[src/rtl/if_stage.sv]
// ---------------------------------------------------------------------------
// if_stage : instruction-fetch stage of the 5-stage pipelined ARM CPU.
//
// Owns the program counter and fetches instruction words over a req/ack
// handshake. Each accepted word goes into the IF/ID pipeline register, which
// feeds the decode stage and the control unit. The hazard unit can stall the
// stage. Branches resolved further down the pipe redirect and flush it.
//
// Parameters
//   PC_W      program-counter / fetch-address width
//   RESET_PC  PC value loaded by reset
//
// Ports
//   clk          clock, all state updates on the rising edge
//   rst          synchronous, active-low reset
//   imem_req     fetch request; imem_addr is held stable while it waits for ack
//   imem_addr    fetch address
//   imem_ack     imem_rdata is valid this cycle (may arrive with the request)
//   imem_rdata   fetched instruction word
//   stall        freeze IF/ID (load-use hazard)
//   redirect     taken branch: flush IF/ID and refetch from redirect_pc
//   redirect_pc  new PC; the low two bits are ignored
//   ifid_valid   IF/ID holds a real instruction
//   ifid_instr   IF/ID instruction word
//   ifid_pc      address of ifid_instr
//   ifid_opcode  ifid_instr[31:21], the control-unit opcode field
//   perf_fetched count of valid IF/ID loads
//   perf_bubbles count of unstalled edges that loaded an empty IF/ID
//
// Build option
//   IF_PERF_EN   when defined, both performance counters are implemented.
//                Otherwise both outputs are tied to zero.
// ---------------------------------------------------------------------------
module if_stage #(
   parameter int             PC_W     = 64,
   parameter logic [PC_W-1:0] RESET_PC = '0
) (
   input  logic            clk,
   input  logic            rst,
   output logic            imem_req,
   output logic [PC_W-1:0] imem_addr,
   input  logic            imem_ack,
   input  logic [31:0]     imem_rdata,
   input  logic            stall,
   input  logic            redirect,
   input  logic [PC_W-1:0] redirect_pc,
   output logic            ifid_valid,
   output logic [31:0]     ifid_instr,
   output logic [PC_W-1:0] ifid_pc,
   output logic [10:0]     ifid_opcode,
   output logic [31:0]     perf_fetched,
   output logic [31:0]     perf_bubbles
);

   typedef enum logic [1:0] {
      FETCH = 2'd0,
      HOLD  = 2'd1,
      DRAIN = 2'd2
   } stateT;

   stateT           state;
   stateT           stateNext;
   logic [PC_W-1:0] pc;
   logic [PC_W-1:0] pcNext;
   logic [PC_W-1:0] reqAddr;
   logic [PC_W-1:0] reqAddrNext;
   logic [31:0]     holdBuf;
   logic [31:0]     holdBufNext;
   logic            ifidValidNext;
   logic [31:0]     ifidInstrNext;
   logic [PC_W-1:0] ifidPcNext;
   logic [PC_W-1:0] redirectAligned;
   logic [PC_W-1:0] seqAddr;

   // Branch targets are always word aligned, so the low two bits of
   // redirect_pc are cleared rather than trusted. The next sequential fetch
   // address wraps silently at the top of the address space.
   assign redirectAligned = redirect_pc & ~PC_W'(3);
   assign seqAddr         = reqAddr + PC_W'(4);

   // A request is outstanding in FETCH and DRAIN. HOLD already has its word
   // buffered, so it does not request. Reset masks the request so that the
   // memory never sees one while rst is low.
   assign imem_req    = rst && (state != HOLD);
   assign imem_addr   = reqAddr;
   assign ifid_opcode = ifid_instr[31:21];

   // Next-state and datapath decisions. The order of the checks gives redirect
   // priority over stall. A redirect flushes IF/ID even when stall is high.
   // DRAIN waits for the stale request that was in flight when the redirect
   // arrived. Its data is thrown away, and then fetching restarts from the
   // newest pc. A redirect during DRAIN only updates pc, because the old
   // address has to stay on the bus until that request is acknowledged.
   always_comb begin
      stateNext     = state;
      pcNext        = pc;
      reqAddrNext   = reqAddr;
      holdBufNext   = holdBuf;
      ifidValidNext = ifid_valid;
      ifidInstrNext = ifid_instr;
      ifidPcNext    = ifid_pc;
      case (state)
         FETCH: begin
            if (redirect) begin
               pcNext        = redirectAligned;
               ifidValidNext = 1'b0;
               if (imem_ack) begin
                  reqAddrNext = redirectAligned;
               end else begin
                  stateNext = DRAIN;
               end
            end else if (imem_ack) begin
               if (stall) begin
                  holdBufNext = imem_rdata;
                  stateNext   = HOLD;
               end else begin
                  ifidValidNext = 1'b1;
                  ifidInstrNext = imem_rdata;
                  ifidPcNext    = reqAddr;
                  reqAddrNext   = seqAddr;
                  pcNext        = seqAddr;
               end
            end else if (!stall) begin
               ifidValidNext = 1'b0;
            end
         end
         HOLD: begin
            if (redirect) begin
               reqAddrNext   = redirectAligned;
               pcNext        = redirectAligned;
               ifidValidNext = 1'b0;
               stateNext     = FETCH;
            end else if (!stall) begin
               ifidValidNext = 1'b1;
               ifidInstrNext = holdBuf;
               ifidPcNext    = reqAddr;
               reqAddrNext   = seqAddr;
               pcNext        = seqAddr;
               stateNext     = FETCH;
            end
         end
         DRAIN: begin
            ifidValidNext = 1'b0;
            if (redirect) begin
               pcNext = redirectAligned;
            end
            if (imem_ack) begin
               reqAddrNext = redirect ? redirectAligned : pc;
               stateNext   = FETCH;
            end
         end
         default: begin
            stateNext = FETCH;
         end
      endcase
   end

   // State register together with the pc, the request address, the one-word
   // hold buffer and the IF/ID pipeline register. Reset is synchronous and
   // also drops any outstanding request, because the memory is reset at the
   // same time.
   always_ff @(posedge clk) begin
      if (!rst) begin
         state      <= FETCH;
         pc         <= RESET_PC;
         reqAddr    <= RESET_PC;
         holdBuf    <= '0;
         ifid_valid <= 1'b0;
         ifid_instr <= '0;
         ifid_pc    <= '0;
      end else begin
         state      <= stateNext;
         pc         <= pcNext;
         reqAddr    <= reqAddrNext;
         holdBuf    <= holdBufNext;
         ifid_valid <= ifidValidNext;
         ifid_instr <= ifidInstrNext;
         ifid_pc    <= ifidPcNext;
      end
   end

`ifdef IF_PERF_EN
   logic [31:0] fetchedCnt;
   logic [31:0] bubbleCnt;

   // IF/ID is rewritten on every edge where stall is low, and valid loads
   // only ever happen on such edges. So an unstalled edge counts as a fetch
   // if the new IF/ID content is valid, and as a bubble otherwise.
   always_ff @(posedge clk) begin
      if (!rst) begin
         fetchedCnt <= '0;
         bubbleCnt  <= '0;
      end else if (!stall) begin
         if (ifidValidNext) begin
            fetchedCnt <= fetchedCnt + 32'd1;
         end else begin
            bubbleCnt <= bubbleCnt + 32'd1;
         end
      end
   end

   assign perf_fetched = fetchedCnt;
   assign perf_bubbles = bubbleCnt;
`else
   assign perf_fetched = '0;
   assign perf_bubbles = '0;
`endif

endmodule

[config.mk]
export PLATFORM = sky130hd
export DESIGN_NAME = if_stage
export DESIGN_NICKNAME = d
export VERILOG_FILES = /design/src/rtl/if_stage.sv
export SDC_FILE = /design/constraint.sdc
export NUM_CORES = 1
export LEC_CHECK = 0
export ABC_AREA = 1
export CORE_MARGIN = 4
export CORE_UTILIZATION = 54
export DETAILED_ROUTE_END_ITERATION = 8
export GPL_TIMING_DRIVEN = 0
export PLACE_DENSITY = 0.83
export SLEW_MARGIN = 20
export SYNTH_ARGS = -nofsm -noshare
export SYNTH_HDL_FRONTEND = slang
export SYNTH_SLANG_ARGS = --single-unit
[constraint.sdc]
create_clock -name clk -period 4 [get_ports clk]
set_input_delay 0.6 -clock clk [delete_from_list [all_inputs] [get_ports clk]]
set_output_delay 0.6 -clock clk [all_outputs]
set_load 0.01 [all_outputs]
# Word-level counts from Yosys, hierarchy flattened
# Cells that the tools add are included.
[totals] word_cells=72 register_bits=259 out_inout_bits=237 inputBits=101
[classes] bitwise=1 eq_ne=14 mux=38 reduce_logical=11 n_addsub=1
[ops] cell="64-bit two-way mux" count=15
[ops] cell="64-bit case mux with 3 select lines" count=2
[ops] cell="32-bit two-way mux" count=5
[ops] cell="64-bit case mux with 2 select lines" count=1
[ops] cell="64-bit by 3-bit adder with 64-bit output, second input constant" count=1
[ops] cell="32-bit case mux with 2 select lines" count=1
[ops] cell="2-bit two-way mux" count=7
[ops] cell="2-bit != test, second input constant" count=6
[ops] cell="3-bit != test, second input constant" count=4
[ops] cell="4-bit AND reduction" count=2
[ops] cell="2-bit case mux with 3 select lines" count=1
[ops] cell="6-bit AND reduction" count=1
[ops] cell="1-bit two-way mux" count=5
[ops] cell="5-bit AND reduction" count=1
[ops] cell="4-bit != test, second input constant" count=1
[ops] cell="2-bit AND reduction" count=2
[ops] cell="1-bit case mux with 3 select lines" count=1
[ops] cell="3-bit AND reduction" count=1
[ops] cell="3-bit nonzero test" count=1
[ops] cell="2-bit by 1-bit equality test with 1-bit output, second input constant" count=1
[ops] cell="2-bit equality test, second input constant" count=1
[ops] cell="2-bit zero test" count=1
[ops] cell="2-bit by 1-bit != test with 1-bit output, second input constant" count=1
[ops] cell="2-bit nonzero test" count=1
[ops] cell="other kinds (2)" count=2

# Depth between registers and ports, before layout
[logic_depth] word_depth=5 mapped_depth=13 ltp_nobuf=13

# Worst setup path before layout
# No wires, ideal clock.
[synth_timing] path_type="input-to-output" startpoint="in rst" endpoint="out imem_req" t_required_ns=3.400 stages=4 path_buffers=2 path_slack_ns=2.064 arrival_time_ns=1.336 cell_sequence="inv_1 > clkbuf_1 > clkbuf_1 > nor2_1"
[synth_via] elab_chain_len=1
[synth_rtl] element="from (decl)" line="39" rtl="input logic rst,"
[synth_rtl] element="1-bit logical AND" line="84" rtl="assign imem_req = rst && (state != HOLD);"
[synth_rtl] element="to (decl)" line="40" rtl="output logic imem_req,"
# No other way between the ends.

# Worst setup path after layout
# Ends and elaborated chain as after synthesis.

==> out/qor.yml <==
min_period_ps: 3755
die-area_sq_um: 27840
drive_gt1_share_pct: 8.183
async_flop_share_pct: 0
slew_viol_final: 0
cts_tree: "done"
syn_area_sq_um: 13620
post-synth-top-count-cell: "nand2_1"
yosysTopAreaCell: "dfxtp_1"
die_y_um: 166.8
p_leak_nw: 7.961
seqPwrFrac_pct: 33.7
max_stage_delay_ps: 710
finalWeightedCongestion: 0.9914
critPathKind: "primary input to primary output"
hold_violations: 0
endpoint: "imem_req"
area_delta_synth_final_pct: 31.32
power_frac_comb_pct: 45.1
switchingPower_mw: 5.270
hold_start: "ifid_pc[1]"
synth_area_per_cell_sq_um: 6.611
r2r_cells: 12
dieWidth_um: 166.8
p_clk_share_pct: 21.2
drt_first_pass_iters: 6
root_buffer: "clkbuf_16"
drc: 0
wirelength_um: 56550
status: "finished, final reports clean"
top_usage_layer: "met2"
n_antenna_cell: 0
clkSlewWorstSetupHoldPaths_ps: 60
insertion_delay_ps: 560
crit_buf_inv: 5
critPathLaunchType: "primary input"
synth-seq-cells: 259
cpMaxStageDelayCell: "clkbuf_1"
groute.usage.overall_pct: 38.21
hp-class: "flop to flop"
h-tree-depth: 1
cellInternalPower_mw: 7.110
route.vias.total: 15920
worstPathRequired_ps: 3400
maxCapViolations: 0
grt_pass1_wl_um: 85550
ys_seq_area_share_pct: 38.06
startpoint: "rst"
yosysUniqueCellTypes: 38
viasPerCell: 5.753
power_density_nw_per_um2: 692.0
grt_pass1_vias: 15500
r2r-start: "state[0]"
cp_num_cells: 6
cts_sinks: 259
swShare_pct: 42.57
cp_max_fo: 10
finalNetCount: 2530
routedWlPerCell_um: 20.43
met2_usage_pct: 62.49
grt_util_met1_pct: 48.41
clock_path_buffers: 3
dp_hpwl_um: 42860
synth_warnings: 0
critPathTopFamily: "buffers and inverters"
synth.top_cell.area_share_pct: 38.06
cts-resized-gates: 0
start_util_pct: 55.37
cp_cell_sequence: "clkdlybuf4s50_1, inv_1, clkbuf_1, clkbuf_1, nor2_1, clkdlybuf4s50_1"
synth_commonest_cells: "nand2_1 (319), a21oi_1 (314), inv_1 (277), dfxtp_1 (259), nor2_1 (207)"
drt-initial-drc-count: 1880
overflow: 0
synth_ff_type: "dfxtp_1"
cts_buffers: 28
worst_slew_pin_slew_ps: 1173
regToRegSetupSlack_ps: 1440
min_period_over_period_pct: 93.88
post_cts_buffers: 0
slew_headroom_pct: 21.78
fmax_mhz: 266.3
ios: 338
ir_drop_v: 0.0005109
worst_clock_skew_ps: 7.331
synth_edf_count: 0
holdBufCountCts: 0
grt_max_degree: 14
end_kind: "primary output"
holdWs_ps: 491.8
r2r-end: "imem_addr[58]"
row_count: 57
portBuffers: 270
final_antenna_net_count: 0
synthCells: 2061
critPathArrivalTime_ps: 3160
grtUsageMet3_pct: 8.604
synthTopCellsByArea: "dfxtp_1 (38%), a21oi_1 (12%), nand2_1 (8.8%)"
grt_antenna_before_repair: 0
rsz0062_at_grt: "no"
core_area_sq_um: 24600
finalSetupViolCount: 0
setup-tns-final_ps: 0
## sequential cells by signal, summed over array words and instances (netlist names)
| name | cells |
|---|---|
| ifid_pc | 64 |
| imem_addr | 64 |
| pc | 64 |
| holdBuf | 32 |
| ifid_instr | 32 |
| state | 2 |
| ifid_valid | 1 |
## cells by family after synthesis
family / count (synthesis) / share of synthesized area (%)
adder cells (fa/ha/maj): 5 / 0.4592
AO/OA/AOI/OAI: 554 / 20.74
flip-flops: 259 / 38.06
other: 1 / 0.02752
AND/OR/NAND/NOR: 742 / 23.49
buffers and inverters: 479 / 15.88
XOR/XNOR: 21 / 1.350
## tightest hold or removal path, delay by kind of cell, from the launching register on
| family | cells | cell delay (ps) |
|---|---|---|
| and+or+nand+nor | 2 | 140 |
| DFF | 1 | 320 |
## per-layer routing
metal | part of all wire (%) | routed length (um)
met3 | 12 | 6616
met2 | 45 | 25540
met5 | 0 | 0
met4 | 5.0 | 2828
met1 | 38 | 21560
## power groups by stage
stage / combinational [mW] / clock, mW / sequential [mW]
floorplan: 2.84 / 0 / 4.18
global placement: 5.21 / 0 / 4.15
detailed placement: 5.38 / 0 / 4.17
CTS: 5.45 / 2.61 / 4.13
global route: 6.01 / 2.72 / 4.25
finish: 5.59 / 2.62 / 4.17
## worst min-delay path by stage
stage                        to  slack (ps)  depth (start not counted)
finish               ifid_pc[1]         490                          2
global route         ifid_pc[6]         520                          2
CTS                 ifid_pc[63]         490                          2
detailed placement   ifid_pc[1]         480                          2
global placement    ifid_pc[63]         460                          2
floorplan                pc[19]         470                          2
## area by class of cell
class,count,area (sq um)
Sequential cell,259,5185
Clock buffer,39,823.3
Fill cell,1891,6714
Tap cell,324,405.4
Clock inverter,11,98.84
Inverter,291,1092
Multi-Input combinational cell,1386,6513
Timing Repair Buffer,270,2703
Buffer,188,1071
## metrics by stage
stage / worst slack [ps] / utilization (%) / cell area (sq um) / power, mW / cells
after global routing: 233.9 / 72.71 / 17890 / 12.98 / 2768
after CTS: 359.0 / 72.71 / 17890 / 12.19 / 2768
after floorplan: 2064 / - / 13860 / 7.017 / 2124
final: 244.7 / 72.71 / 17890 / 12.38 / 2768
after detailed placement: 392.5 / 68.97 / 16970 / 9.548 / 2718
after global placement: 400.9 / 68.97 / 16970 / 9.365 / 2718
## cell usage in the layout (no fill, tap or decap), drive strengths merged, types with 4 or more instances in the layout
master         count
clkdlybuf4s50    270
xor2              19
buf              124
nand4             12
nor3              38
nand3            140
dfxtp            259
conb              64
clkinv             8
o21ai            221
inv              290
nand2            327
ha                 5
o211ai             9
a211oi             4
a21oi            314
nor2             224
clkbuf           103
(Power assumes the default switching activity.)
